--- src/rtl/eth_pkg.sv ---
// Shared types and constants for the Ethernet TX scheduler.
package eth_pkg;

    localparam int ETH_ADDR_W    = 10;
    localparam int ETH_DATA_W    = 8;
    localparam int ETH_FRAME_LEN = 526;

    typedef enum logic [2:0] {
        S_IDLE,
        S_FILL,
        S_START,
        S_WAIT_BUSY,
        S_WAIT_DONE,
        S_RELEASE
    } eth_sched_state_t;

endpackage

--- src/rtl/eth_tx_sched_if.sv ---
// Producer/transmitter side bundle of the TX scheduler; slave is the scheduler view.
interface eth_tx_sched_if #(
    parameter int NREQ   = 4,
    parameter int ADDR_W = 10,
    parameter int DATA_W = 8
);
    logic                     clk_en;
    logic [NREQ-1:0]          req;
    logic [NREQ-1:0]          commit;
    logic [NREQ-1:0]          src_wr_en;
    logic [NREQ*ADDR_W-1:0]   src_wr_addr;
    logic [NREQ*DATA_W-1:0]   src_wr_data;
    logic [NREQ-1:0]          grant;
    logic [NREQ-1:0]          done;
    logic                     err;
    logic                     bram_wr_en;
    logic [ADDR_W-1:0]        bram_wr_addr;
    logic [DATA_W-1:0]        bram_wr_data;
    logic                     tx_start;
    logic                     tx_busy;

    modport master (
        output clk_en, req, commit, src_wr_en, src_wr_addr, src_wr_data, tx_busy,
        input  grant, done, err, bram_wr_en, bram_wr_addr, bram_wr_data, tx_start
    );

    modport slave (
        input  clk_en, req, commit, src_wr_en, src_wr_addr, src_wr_data, tx_busy,
        output grant, done, err, bram_wr_en, bram_wr_addr, bram_wr_data, tx_start
    );

endinterface

--- src/rtl/eth_rr_arb.sv ---
// Combinational round-robin pick: first set request at or after the pointer, wrapping.
module eth_rr_arb #(
    parameter  int NREQ = 4,
    localparam int IW   = (NREQ > 1) ? $clog2(NREQ) : 1
) (
    input  logic [NREQ-1:0] req_i,
    input  logic [IW-1:0]   ptr_i,
    output logic [NREQ-1:0] gnt_o,
    output logic [IW-1:0]   idx_o,
    output logic            vld_o
);

    int j;

    always_comb begin
        gnt_o = '0;
        idx_o = '0;
        vld_o = 1'b0;
        j     = 0;
        for (int k = 0; k < NREQ; k++) begin
            j = int'(ptr_i) + k;
            if (j >= NREQ) j = j - NREQ;
            if (!vld_o && req_i[j]) begin
                vld_o    = 1'b1;
                gnt_o[j] = 1'b1;
                idx_o    = IW'(j);
            end
        end
    end

endmodule

--- src/rtl/eth_tx_sched.sv ---
// Round-robin owner of the TX frame BRAM and transmitter: write mux, FSM and optional watchdog.
// Build option: define ETH_TX_SCHED_WDOG_EN to bound the wait for the transmitter.
import eth_pkg::*;

module eth_tx_sched #(
    parameter int NREQ        = 4,
    parameter int ADDR_W      = ETH_ADDR_W,
    parameter int DATA_W      = ETH_DATA_W,
    parameter int WDOG_CYCLES = 2000000
) (
    input logic           clk,
    input logic           rst_n,
    eth_tx_sched_if.slave bus
);

    localparam int IW = (NREQ > 1) ? $clog2(NREQ) : 1;

    eth_sched_state_t state_q;
    logic [NREQ-1:0]  grant_q, done_q;
    logic             tx_start_q;
    logic [IW-1:0]    rr_q, owner_q;

    logic [NREQ-1:0]  arb_gnt_d;
    logic [IW-1:0]    arb_idx_d, rr_d;
    logic             arb_vld_d, own_commit_d, own_req_d;
    logic             wr_en_d;
    logic [ADDR_W-1:0] wr_addr_d;
    logic [DATA_W-1:0] wr_data_d;

    eth_rr_arb #(.NREQ(NREQ)) u_arb (
        .req_i (bus.req),
        .ptr_i (rr_q),
        .gnt_o (arb_gnt_d),
        .idx_o (arb_idx_d),
        .vld_o (arb_vld_d)
    );

    assign rr_d         = (owner_q == IW'(NREQ - 1)) ? '0 : owner_q + 1'b1;
    assign own_commit_d = |(bus.commit & grant_q);
    assign own_req_d    = |(bus.req & grant_q);

    // Only the owner reaches the BRAM, and only while it is filling.
    always_comb begin
        wr_en_d   = 1'b0;
        wr_addr_d = '0;
        wr_data_d = '0;
        if (state_q == S_FILL) begin
            for (int i = 0; i < NREQ; i++) begin
                if (grant_q[i]) begin
                    wr_en_d   = bus.src_wr_en[i];
                    wr_addr_d = bus.src_wr_addr[i*ADDR_W +: ADDR_W];
                    wr_data_d = bus.src_wr_data[i*DATA_W +: DATA_W];
                end
            end
        end
    end

`ifdef ETH_TX_SCHED_WDOG_EN
    localparam int WD_W = $clog2(WDOG_CYCLES + 1);
    logic [WD_W-1:0] wdog_q;
    logic            err_q;
    assign bus.err = err_q;
`else
    assign bus.err = 1'b0;
`endif

    always_ff @(posedge clk or negedge rst_n) begin
        if (!rst_n) begin
            state_q    <= S_IDLE;
            grant_q    <= '0;
            done_q     <= '0;
            tx_start_q <= 1'b0;
            rr_q       <= '0;
            owner_q    <= '0;
`ifdef ETH_TX_SCHED_WDOG_EN
            wdog_q     <= '0;
            err_q      <= 1'b0;
`endif
        end else begin
            done_q <= '0;
`ifdef ETH_TX_SCHED_WDOG_EN
            err_q  <= 1'b0;
`endif
            case (state_q)
                // A busy transmitter may be a frame left over from before reset.
                S_IDLE: if (arb_vld_d && !bus.tx_busy) begin
                    grant_q <= arb_gnt_d;
                    owner_q <= arb_idx_d;
                    state_q <= S_FILL;
                end
                S_FILL: begin
                    if (own_commit_d) begin
                        tx_start_q <= 1'b1;
                        state_q    <= S_START;
`ifdef ETH_TX_SCHED_WDOG_EN
                        wdog_q     <= '0;
`endif
                    end else if (!own_req_d) begin
                        state_q <= S_RELEASE;
                    end
                end
                S_START: if (bus.tx_busy) begin
                    tx_start_q <= 1'b0;
                    state_q    <= S_WAIT_BUSY;
                end
                S_WAIT_BUSY: if (bus.tx_busy) state_q <= S_WAIT_DONE;
                S_WAIT_DONE: if (!bus.tx_busy) begin
                    done_q  <= grant_q;
                    state_q <= S_RELEASE;
                end
                S_RELEASE: begin
                    grant_q <= '0;
                    rr_q    <= rr_d;
                    state_q <= S_IDLE;
                end
                default: state_q <= S_IDLE;
            endcase
`ifdef ETH_TX_SCHED_WDOG_EN
            if (state_q == S_START || state_q == S_WAIT_BUSY || state_q == S_WAIT_DONE) begin
                if (wdog_q == WD_W'(WDOG_CYCLES - 1)) begin
                    tx_start_q <= 1'b0;
                    done_q     <= grant_q;
                    err_q      <= 1'b1;
                    state_q    <= S_RELEASE;
                end else begin
                    wdog_q <= wdog_q + 1'b1;
                end
            end
`endif
        end
    end

    assign bus.grant        = grant_q;
    assign bus.done         = done_q;
    assign bus.tx_start     = tx_start_q;
    assign bus.bram_wr_en   = wr_en_d;
    assign bus.bram_wr_addr = wr_addr_d;
    assign bus.bram_wr_data = wr_data_d;

endmodule

--- src/flat_wrapper.sv ---
// flat-port wrapper written by rule: the top's interface ports become plain ports
module eth_tx_sched_flat 
#(
    parameter int NREQ        = 4,
    parameter int ADDR_W      = ETH_ADDR_W,
    parameter int DATA_W      = ETH_DATA_W,
    parameter int WDOG_CYCLES = 2000000
)
  (clk, rst_n, bus_clk_en, bus_req, bus_commit, bus_src_wr_en, bus_src_wr_addr, bus_src_wr_data, bus_tx_busy, bus_grant, bus_done, bus_err, bus_bram_wr_en, bus_bram_wr_addr, bus_bram_wr_data, bus_tx_start);
  eth_tx_sched_if #(.NREQ(NREQ), .ADDR_W(ADDR_W), .DATA_W(DATA_W)) bus_i ();
  input logic clk;
  input logic rst_n;
  input wire logic [$bits(bus_i.clk_en)-1:0] bus_clk_en;
  input wire logic [$bits(bus_i.req)-1:0] bus_req;
  input wire logic [$bits(bus_i.commit)-1:0] bus_commit;
  input wire logic [$bits(bus_i.src_wr_en)-1:0] bus_src_wr_en;
  input wire logic [$bits(bus_i.src_wr_addr)-1:0] bus_src_wr_addr;
  input wire logic [$bits(bus_i.src_wr_data)-1:0] bus_src_wr_data;
  input wire logic [$bits(bus_i.tx_busy)-1:0] bus_tx_busy;
  output wire logic [$bits(bus_i.grant)-1:0] bus_grant;
  output wire logic [$bits(bus_i.done)-1:0] bus_done;
  output wire logic [$bits(bus_i.err)-1:0] bus_err;
  output wire logic [$bits(bus_i.bram_wr_en)-1:0] bus_bram_wr_en;
  output wire logic [$bits(bus_i.bram_wr_addr)-1:0] bus_bram_wr_addr;
  output wire logic [$bits(bus_i.bram_wr_data)-1:0] bus_bram_wr_data;
  output wire logic [$bits(bus_i.tx_start)-1:0] bus_tx_start;
  assign bus_i.clk_en = bus_clk_en;
  assign bus_i.req = bus_req;
  assign bus_i.commit = bus_commit;
  assign bus_i.src_wr_en = bus_src_wr_en;
  assign bus_i.src_wr_addr = bus_src_wr_addr;
  assign bus_i.src_wr_data = bus_src_wr_data;
  assign bus_i.tx_busy = bus_tx_busy;
  assign bus_grant = bus_i.grant;
  assign bus_done = bus_i.done;
  assign bus_err = bus_i.err;
  assign bus_bram_wr_en = bus_i.bram_wr_en;
  assign bus_bram_wr_addr = bus_i.bram_wr_addr;
  assign bus_bram_wr_data = bus_i.bram_wr_data;
  assign bus_tx_start = bus_i.tx_start;
  eth_tx_sched #(.NREQ(NREQ), .ADDR_W(ADDR_W), .DATA_W(DATA_W), .WDOG_CYCLES(WDOG_CYCLES)) u_core (.clk(clk), .rst_n(rst_n), .bus(bus_i));
endmodule
--- config.mk ---
export PLATFORM = sky130hd
export DESIGN_NAME = eth_tx_sched_flat
export DESIGN_NICKNAME = d
export VERILOG_FILES = /design/src/rtl/eth_pkg.sv /design/src/rtl/eth_tx_sched_if.sv /design/src/rtl/eth_rr_arb.sv /design/src/rtl/eth_tx_sched.sv /design/src/flat_wrapper.sv
export SDC_FILE = /design/constraint.sdc
export NUM_CORES = 1
export LEC_CHECK = 0
export BUFFER_PORTS_ARGS = -buffer_cell sky130_fd_sc_hd__buf_2
export CORE_MARGIN = 10
export CORE_UTILIZATION = 40
export DETAILED_ROUTE_END_ITERATION = 6
export PLACE_DENSITY = 0.76
export SETUP_SLACK_MARGIN = 0.02
export SYNTH_ARGS = -nofsm -noshare
export SYNTH_HDL_FRONTEND = slang
export SYNTH_SLANG_ARGS = --single-unit
--- constraint.sdc ---
create_clock -name clk -period 2.65 [get_ports clk]
set_clock_uncertainty 0.15 [all_clocks]
set_input_delay 0.1325 -clock clk [delete_from_list [all_inputs] [get_ports clk]]
set_output_delay 0.1325 -clock clk [all_outputs]
set_load 0.1 [all_outputs]
==> results of run 1 <==
-- final timing paths --
path,from,to,slack (ns),depth (start not counted)
hold / removal,bus_tx_busy,u_core.state_q[1],0.11,4
min in group asynchronous,rst_n,u_core.rr_q[1],0.17,2
setup reg to reg,u_core.rr_q[0],u_core.bus.grant[3],0.27,7
setup / recovery,u_core.rr_q[0],u_core.bus.grant[3],0.27,7
hold reg to reg,u_core.owner_q[0],u_core.rr_q[0],0.37,1
max in group asynchronous,rst_n,u_core.bus.grant[1],1.89,2
-- repair_timing --
item / in CTS / in global routing
hold buffers: 1 / 0
endpoints found under the setup margin: 0 / 2
endpoints found under the hold margin: 16 / 0
gates resized for setup: 0 / 1
-- sequential cells by signal, indices dropped and copies added (netlist names) --
signal               cells
u_core.owner_q           2
u_core.bus.done          4
u_core.bus.grant         4
u_core.bus.tx_start      1
u_core.rr_q              2
u_core.state_q           3
-- logic make-up (layout without fill, tap and decap cells) --
| kind of cell | Yosys count | count (layout) | synth area share |
|---|---|---|---|
| AOI/OAI and AO/OA | 86 | 86 | 0.308 |
| xor gates and xnor gates | 1 | 1 | 0.00448 |
| adders and majority gates | 5 | 5 | 0.0320 |
| buffers and inverters | 32 | 135 | 0.110 |
| DFF | 16 | 16 | 0.205 |
| muxes | 7 | 7 | 0.0640 |
| other | 1 | 1 | 0.00192 |
| and+or+nand+nor | 100 | 100 | 0.274 |
-- power by group through the flow --
stage | combinational [mW] | sequential, mW | clock (mW)
2_1_floorplan | 2.53 | 0.730 | 0
3_3_place_gp | 3.61 | 0.488 | 0
3_5_place_dp | 3.66 | 0.492 | 0
4_1_cts | 3.67 | 0.490 | 0.223
5_1_grt | 3.91 | 0.510 | 0.231
6_report | 3.66 | 0.495 | 0.215
-- layout make-up --
type | count | area [um2] | area share
clock buffers | 4 | 55.1 | 0.0186
repair buffers | 126 | 946 | 0.320
multi-input cells | 200 | 1450 | 0.490
flip-flops and latches | 16 | 403 | 0.136
inverters | 5 | 18.8 | 0.00635
well taps | 67 | 83.8 | 0.0284
-- cell usage in the layout (no fill, tap or decap), drive strengths merged, types with 3 or more instances in the layout --
cell type | Yosys | layout
clkbuf | 19 | 4
nand2 | 10 | 10
ha | 5 | 5
and3 | 4 | 4
nand2b | 5 | 5
buf | 7 | 125
a221oi | 20 | 20
nor3 | 21 | 21
inv | 5 | 5
a22oi | 10 | 10
o211ai | 3 | 3
nor2 | 28 | 28
dfrtp | 16 | 16
a21oi | 24 | 24
mux4 | 4 | 4
nor2b | 24 | 24
a221o | 3 | 3
o21ai | 12 | 12
-- metrics by stage --
| step | area [um2] | setup WS [ns] | hold WS [ns] |
|---|---|---|---|
| 2_1_floorplan | 2070 | 0.00243 | -0.313 |
| 3_3_place_gp | 2890 | 0.323 | -0.0922 |
| 3_5_place_dp | 2890 | 0.302 | -0.0851 |
| 4_1_cts | 2950 | 0.150 | 0.103 |
| 5_1_grt | 2950 | 0.156 | 0.126 |
| 6_report | 2950 | 0.274 | 0.111 |
-- worst max-delay path, stage by stage (launching register included) --
cell      delay, ns
dfrtp_1        0.37
inv_2          0.08
ha_1           0.32
mux4_2         0.64
nor4b_4        0.38
nand2_1        0.09
o211ai_1       0.11
o211a_1        0.18
-- routing by layer --
layer  GRT usage  up-vias  part of all wire
li1            -     1139                 -
met1       0.223     1069              0.45
met2       0.282      113              0.47
met3      0.0432        4             0.077
met4      0.0146        0            0.0032
met5           0        -                 0
==> results.cfg, run 1 <==
[power]
pwr-share-clk = 0.049
p_sw_frac = 0.592
combPwrFrac = 0.838
power_leakage_nw = 1.31
pwr-share-seq = 0.113
p_sw_mw = 2.59
ir_worst_vdd_mv = 0.919
internal_power_mw = 1.78
p_per_area_nw_per_um2 = 1480
p_total_mw = 4.37

[synth]
netlist_instances = 248
synthArstFlopShare = 1.00
ys_seq_elements = 16
synth_common_cells = nor2_1, a21oi_1, nor2b_1
synth_top_area_cell = dfrtp_1
ys_seq_area_frac = 0.205
synth_edf_count = 0
synth_area_um2 = 1960
synth_ff_type = dfrtp_1
ys_warn_count = 0
syn-num-nets = 341
synth_cell_type_count = 45
synth_most_common_cell = nor2_1
syn_avg_cell_area_um2 = 7.89
synth.area.top_cells = dfrtp_1, a221oi_1, nor2b_1
synth_top_area_share = 0.205

[flow_run]
drv_cap = 0

[cells_and_area]
final_nets = 445
drive_gt1_frac = 0.464
layout.cells.non_filler = 418
area_growth_pct = 51.1
antenna_cells = 0
fillers = 403
fin_util = 0.625

[sta]
timing.final.crit_period_ns = 2.38
finalCritPeriodShare = 0.897
finalSetupViolCount = 0
hold_viol_final = 0
finalMaxSlewViolations = 0
fmax_mhz = 421
relSlewSlack = 0.580
tightest_slew_ns = 0.630
setup_tns_ns = 0
rsz0062_at_grt = no

[critical_path]
critical_path_class = register to register
required_ns = 2.69
arrival_ns = 2.41
worst-path-max-fanout = 10
start_kind = register
endpoint_kind = register

[placed_design]
port_buffers = 114
place_inst = 413
globalplace.congestion = 0.854
place_hpwl_um = 5790

[run_status]
status = complete, no violations

[detailed_routing]
dr.pass1.iters = 4
dr.first_iter.drc_count = 77
totalWireLength_um = 7230
vias = 2325
via_per_inst = 5.56
drc_errors = 0
postRouteAntennaNets = 0
post_drt_wl_per_cell_um = 17.3

[floorplan]
design.core.area_um2 = 4720
placementRows = 25
ios = 117
die-height_um = 89.9
dieArea_um2 = 8090
start_util = 0.414
dieWidth_um = 89.9

[clock_network]
clockBufferDepth = 2
cts-htree-levels = 1
clkTransAtPathRegs_ns = 0.06
cts_buffers = 3
cts.root.buffer_cell = clkbuf_8
clock_sinks = 16
cts_tree = yes
postCtsSetupBuffers = 0
clk_latency_ns = 0.25

[hold_path]
worstHoldPathType = input pin to register

[grt]
grt_start_max_net_pins = 39
grtUsageTotal = 0.170
grt_overflow = 0
grt_pass1_wl_um = 11800
antenna_found_initial = 0
first_global_vias = 2170
Note: power is estimated with default switching activity, not from simulation.
==> run 2: changes to the inputs <==
--- a/config.mk
+++ b/config.mk
@@ -9,8 +9,9 @@
 export CORE_MARGIN = 10
 export CORE_UTILIZATION = 40
 export DETAILED_ROUTE_END_ITERATION = 6
-export PLACE_DENSITY = 0.76
+export PLACE_DENSITY = 0.75
 export SETUP_SLACK_MARGIN = 0.02
 export SYNTH_ARGS = -nofsm -noshare
 export SYNTH_HDL_FRONTEND = slang
+export SYNTH_HIERARCHICAL = 1
 export SYNTH_SLANG_ARGS = --single-unit
==> run 2 against run 1 <==
  * Final cell count up 1.9%
  * Highest routed layer unchanged
  * Count of clock-buffer cells in the layout did not move
  * Core utilization rose by 4.7 points
  * Hold slack got worse by 0.017 ns
  * Sequential power up 19%
  * Maximum frequency is 0.99% lower
  * Die area increased by 1.2%
  * Setup slack lost 0.024 ns
  * Via count shrank 1.6%
  * Flip-flop and latch count stayed put
  * Power up 7.1%
==> results.cfg, run 2 <==
[detailed_routing]
totalWireLength_um = 7240
dr.pass1.iters = 4
via_per_inst = 5.37
post_drt_wl_per_cell_um = 17.0
dr.first_iter.drc_count = 81
postRouteAntennaNets = 0
vias = 2288
drc_errors = 0

[clock_network]
cts-htree-levels = 1
cts.root.buffer_cell = clkbuf_8
cts_buffers = 3
clock_sinks = 16
clockBufferDepth = 2
cts_tree = yes
clkTransAtPathRegs_ns = 0.06
clk_latency_ns = 0.25
postCtsSetupBuffers = 0

[power]
combPwrFrac = 0.830
p_sw_mw = 2.73
p_sw_frac = 0.584
internal_power_mw = 1.95
ir_worst_vdd_mv = 0.741
pwr-share-seq = 0.125
p_per_area_nw_per_um2 = 1460
power_leakage_nw = 1.39
pwr-share-clk = 0.045

[grt]
first_global_vias = 2309
grt_overflow = 0
grt_start_max_net_pins = 44
antenna_found_initial = 0
grt_pass1_wl_um = 11500
grtUsageTotal = 0.162

[critical_path]
r2r_end = u_core/owner_q[1]
crit_path_cell_trace = inv_1 > ha_1 > mux4_2 > nor4b_4 > nor2_1 > a32o_1 > mux2_2
required_ns = 2.63
start_kind = register
worst-path-max-fanout = 8
crit_path_top_delay_cell = dfrtp_1
arrival_ns = 2.38
startpoint = u_core/rr_q[1]
r2r_start = u_core/rr_q[1]
cp_num_buf_inv = 1
max_stage_delay_ns = 0.49
rr_worst_depth = 7
cp_top_family = multiplexers
endpoint_kind = register
critical_path_class = register to register
r2r_setup_slack_ns = 0.25

[cells_and_area]
fillers = 396
final_cell_mix = buf_2, inv_1, a21oi_1
final_nets = 457
antenna_cells = 0
layout.cells.non_filler = 426
finalInstanceArea_um2 = 3200
drive_gt1_frac = 0.446
layout_commonest_cell = buf_2
area_growth_pct = 61.0
fin_util = 0.672

[placed_design]
place_hpwl_um = 5720
postPlaceCellArea_um2 = 3130
globalplace.congestion = 0.886
place_inst = 421
port_buffers = 114

[synth]
syn-num-nets = 353
syn_avg_cell_area_um2 = 7.76
synthArstFlopShare = 1.00
synth_edf_count = 0
netlist_instances = 256
synth_most_common_cell = a21oi_1
ys_seq_elements = 16
ys_warn_count = 6
synth_ff_type = dfrtp_1
synth_area_um2 = 1990
synth_cell_type_count = 40
ys_seq_area_frac = 0.202
synth_common_cells = a21oi_1, inv_1, nand2_1
synth_top_area_cell = dfrtp_1
synth.area.top_cells = dfrtp_1, a21oi_1, a221o_1
synth_top_area_share = 0.202

[hold_path]
hold_path_end = u_core/state_q[0]
min_from = bus_tx_busy
worstHoldPathType = input pin to register
hold_depth = 2

[floorplan]
dieWidth_um = 90.5
die-height_um = 90.5
dieArea_um2 = 8180
design.core.area_um2 = 4750
ios = 117
placementRows = 25
start_util = 0.418

[sta]
finalSetupViolCount = 0
timing.final.crit_period_ns = 2.40
setup_tns_ns = 0
finalMaxSlewViolations = 0
tightest_slew_ns = 0.855
rsz0062_at_grt = no
fmax_mhz = 417
hold_ws_ns = 0.0934
finalCritPeriodShare = 0.906
hold_viol_final = 0
relSlewSlack = 0.430

[flow_run]
drv_cap = 0

[run_status]
status = complete, no violations
[run 2: cell families (layout without fill, tap and decap cells)]
| group | Yosys count | count (layout) | share of synthesized area |
|---|---|---|---|
| compound gates | 96 | 96 | 0.318 |
| simple gates | 70 | 70 | 0.216 |
| buf+inv | 52 | 155 | 0.112 |
| flops | 16 | 16 | 0.202 |
| mux | 11 | 11 | 0.0901 |
| fa+ha+maj | 9 | 9 | 0.0567 |
| other cells | 1 | 1 | 0.00189 |
| xor+xnor | 1 | 1 | 0.00441 |
[run 2: what timing repair did]
action | 4_1_cts | 5_1_grt
resized for setup | 0 | 0
hold buffers | 1 | 0
hold endpoints to repair | 16 | 0
[run 2: final cells by class]
class	instances	area, um2	share of cell area
repair buffers	126	986	0.308
flip-flops and latches	16	402	0.126
multi-input cells	188	1580	0.493
well taps	67	83.8	0.0262
clock buffers	4	55.1	0.0172
inverters	25	93.8	0.0294
[run 2: power by group through the flow]
stage | combinational, mW | clock [mW] | sequential, mW
after global placement | 3.83 | 0 | 0.581
after global routing | 4.09 | 0.227 | 0.615
final | 3.88 | 0.211 | 0.587
after floorplan | 2.72 | 0 | 0.688
after CTS | 3.90 | 0.217 | 0.588
after detailed placement | 3.89 | 0 | 0.592
[run 2: stage by stage]
step	setup WS, ns	total power [mW]
after floorplan	0.0428	3.41
final	0.250	4.68
after detailed placement	0.247	4.48
after global placement	0.272	4.41
after global routing	0.0704	4.93
after CTS	0.237	4.70
[run 2: routing by layer]
metal / vias up / track usage / part of all wire
met5: - / 0 / 0
met4: 0 / 0.0292 / 0.011
met3: 6 / 0.0391 / 0.063
met2: 95 / 0.295 / 0.50
met1: 1043 / 0.189 / 0.43
li1: 1144 / - / -
[run 2: how the worst max path moves through the flow]
stage / slack [ns] / to / cells after the start
6_report: 0.25 / u_core/owner_q[1] / 7
2_1_floorplan: 0.04 / bus_bram_wr_addr[0] / 4
3_3_place_gp: 0.27 / u_core/owner_q[1] / 7
3_5_place_dp: 0.25 / u_core/owner_q[1] / 7
4_1_cts: 0.24 / u_core/owner_q[1] / 7
5_1_grt: 0.07 / u_core/bus.grant[1] / 9
[run 2: worst register-to-register path: cells and delay by family (launching register included)]
kind	cells	cell delay, ns
adder cells (fa/ha/maj)	1	0.31
multiplexers	2	0.64
AND/OR/NAND/NOR	2	0.39
flip-flops	1	0.49
AO/OA/AOI/OAI	1	0.22
buffers and inverters	1	0.10
==> run 3: changes to the inputs <==
--- a/config.mk
+++ b/config.mk
@@ -6,12 +6,11 @@
 export NUM_CORES = 1
 export LEC_CHECK = 0
 export BUFFER_PORTS_ARGS = -buffer_cell sky130_fd_sc_hd__buf_2
-export CORE_MARGIN = 10
+export CORE_MARGIN = 1.5
 export CORE_UTILIZATION = 40
 export DETAILED_ROUTE_END_ITERATION = 6
-export PLACE_DENSITY = 0.75
+export PLACE_DENSITY = 0.76
 export SETUP_SLACK_MARGIN = 0.02
 export SYNTH_ARGS = -nofsm -noshare
 export SYNTH_HDL_FRONTEND = slang
-export SYNTH_HIERARCHICAL = 1
 export SYNTH_SLANG_ARGS = --single-unit
==> run 3 against run 2 <==
  * Combinational power down 6.7%
  * Register-to-register slack about the same
  * Via count up 2.6%
  * Power down 7.8%
  * Setup slack about the same
  * Non-clock buffer count down 1
==> results.cfg, run 3 (synthesis gave the netlist of run 1 again) <==
[run_status]
status = complete, no violations

[critical_path]
arrival_ns = 2.39
start_kind = register
rr_worst_depth = 6
r2r_start = u_core.rr_q[0]
required_ns = 2.64
worst-path-max-fanout = 10
r2r_setup_slack_ns = 0.25
crit_path_top_delay_cell = mux4_2
max_stage_delay_ns = 0.65
critical_path_class = register to register
endpoint_kind = register
r2r_end = u_core.owner_q[1]
crit_path_cell_trace = inv_2 > ha_1 > mux4_2 > a311oi_1 > a2111oi_0 > o32a_1

[cells_and_area]
final_nets = 444
layout_commonest_cell = buf_2
fillers = 413
multiInputGateArea_um2 = 1450
antenna_cells = 0
seq_area_um2 = 403
fin_util = 0.621
area_growth_pct = 49.9
drive_gt1_frac = 0.460
final_cell_mix = buf_2, a21oi_1, nor2b_1

[sta]
fmax_mhz = 417
timing.final.crit_period_ns = 2.40
setup_tns_ns = 0
finalMaxSlewViolations = 0
finalSetupViolCount = 0
hold_viol_final = 0
finalCritPeriodShare = 0.906
rsz0062_at_grt = no

[hold_path]
hold_path_end = u_core.bus.tx_start
hold_depth = 4
min_from = bus_tx_busy
worstHoldPathType = input pin to register

[placed_design]
port_buffers = 114
place_hpwl_um = 4610
globalplace.congestion = 0.864

[clock_network]
cts_buffers = 3
clockBufferDepth = 2
clk_latency_ns = 0.25
clkTransAtPathRegs_ns = 0.07
cts-htree-levels = 1
clock_sinks = 16
cts_resized = 0
postCtsSetupBuffers = 0
cts.root.buffer_cell = clkbuf_8
cts_tree = yes

[floorplan]
start_util = 0.414
placementRows = 25
ios = 117
dieArea_um2 = 5320
dieWidth_um = 72.9
design.core.area_um2 = 4720
die-height_um = 72.9

[detailed_routing]
vias = 2348
postRouteAntennaNets = 0
totalWireLength_um = 6130
via_per_inst = 5.63
post_drt_wl_per_cell_um = 14.7
drc_errors = 0
dr.first_iter.drc_count = 125
dr.pass1.iters = 4

[grt]
grt_start_max_net_pins = 40
first_global_vias = 2137
antenna_found_initial = 0
grt_overflow = 0
grtUsageTotal = 0.222
grt_pass1_wl_um = 9530

[power]
combPwrFrac = 0.839
internal_power_mw = 1.75
power_leakage_nw = 1.30
ir_worst_vdd_mv = 0.724
p_sw_mw = 2.57
pwr-share-seq = 0.111
p_per_area_nw_per_um2 = 1470
pwr-share-clk = 0.050
p_sw_frac = 0.595

[flow_run]
drv_cap = 0
==> run 3: changes by cell type in the layout (fill, tap and decap cells not counted), sizes merged, moves of 16 or more <==
cell	previous run	this run
nor2b	2	24
a221oi	0	20
nor3	1	21
a21oi	44	24
a221o	19	3
nand3b	20	0
inv	25	5
nor2	4	28
==> run 3: worst max-delay path by stage <==
stage	from	end	slack (ns)
global placement	u_core.rr_q[0]	u_core.owner_q[1]	0.32
finish	u_core.rr_q[0]	u_core.owner_q[1]	0.25
floorplan	u_core.bus.grant[2]	bus_bram_wr_addr[9]	0.002
global route	u_core.rr_q[0]	u_core.bus.grant[1]	0.13
detailed placement	u_core.rr_q[0]	u_core.owner_q[1]	0.28
CTS	u_core.rr_q[0]	u_core.owner_q[1]	0.27
==> run 3: final cells by class <==
| cell class | instances | share of cell area |
|---|---|---|
| Multi-Input combinational cell | 200 | 0.493 |
| Inverter | 5 | 0.00640 |
| Sequential cell | 16 | 0.137 |
| Clock buffer | 4 | 0.0188 |
| Tap cell | 67 | 0.0286 |
| Timing Repair Buffer | 125 | 0.316 |
==> run 3: per-layer routing <==
layer  share of wire  vias to the layer above  routed length (um)  GRT usage
met2            0.51                       92                3150      0.410
met4          0.0069                        0                  42     0.0503
li1                -                     1136                   -          -
met1            0.41                     1116                2540      0.273
met5               0                        -                   0          0
met3           0.064                        4                 390     0.0276
==> run 3: through the flow <==
step	std cells	setup slack (ns)	hold WS [ns]	total power [mW]	cell area (um2)
3_3_place_gp	412	0.321	-0.0928	4.02	2870
5_1_grt	417	0.130	0.149	4.59	2930
4_1_cts	417	0.266	0.104	4.34	2930
6_report	417	0.250	0.113	4.32	2930
3_5_place_dp	412	0.277	-0.0886	4.11	2870
2_1_floorplan	248	0.00243	-0.313	3.26	2070
==> run 3: what timing repair did <==
item,CTS,global route
endpoints found under the hold margin,16,0
hold buffers,1,0
setup endpoints to repair,0,0
==> run 3: critical path, delay by kind of cell, from the launching register on <==
kind | cells | cell delay, ns
AO/OA/AOI/OAI | 3 | 0.71
multiplexers | 1 | 0.65
flip-flops | 1 | 0.36
adder cells (fa/ha/maj) | 1 | 0.33
buffers and inverters | 1 | 0.08
==> run 3: power groups by stage <==
| stage | Sequential, mW | Combinational (mW) | Clock [mW] |
|---|---|---|---|
| after floorplan | 0.730 | 2.53 | 0 |
| after global placement | 0.471 | 3.55 | 0 |
| after detailed placement | 0.479 | 3.63 | 0 |
| after CTS | 0.476 | 3.64 | 0.223 |
| after global routing | 0.494 | 3.86 | 0.233 |
| final | 0.478 | 3.62 | 0.216 |
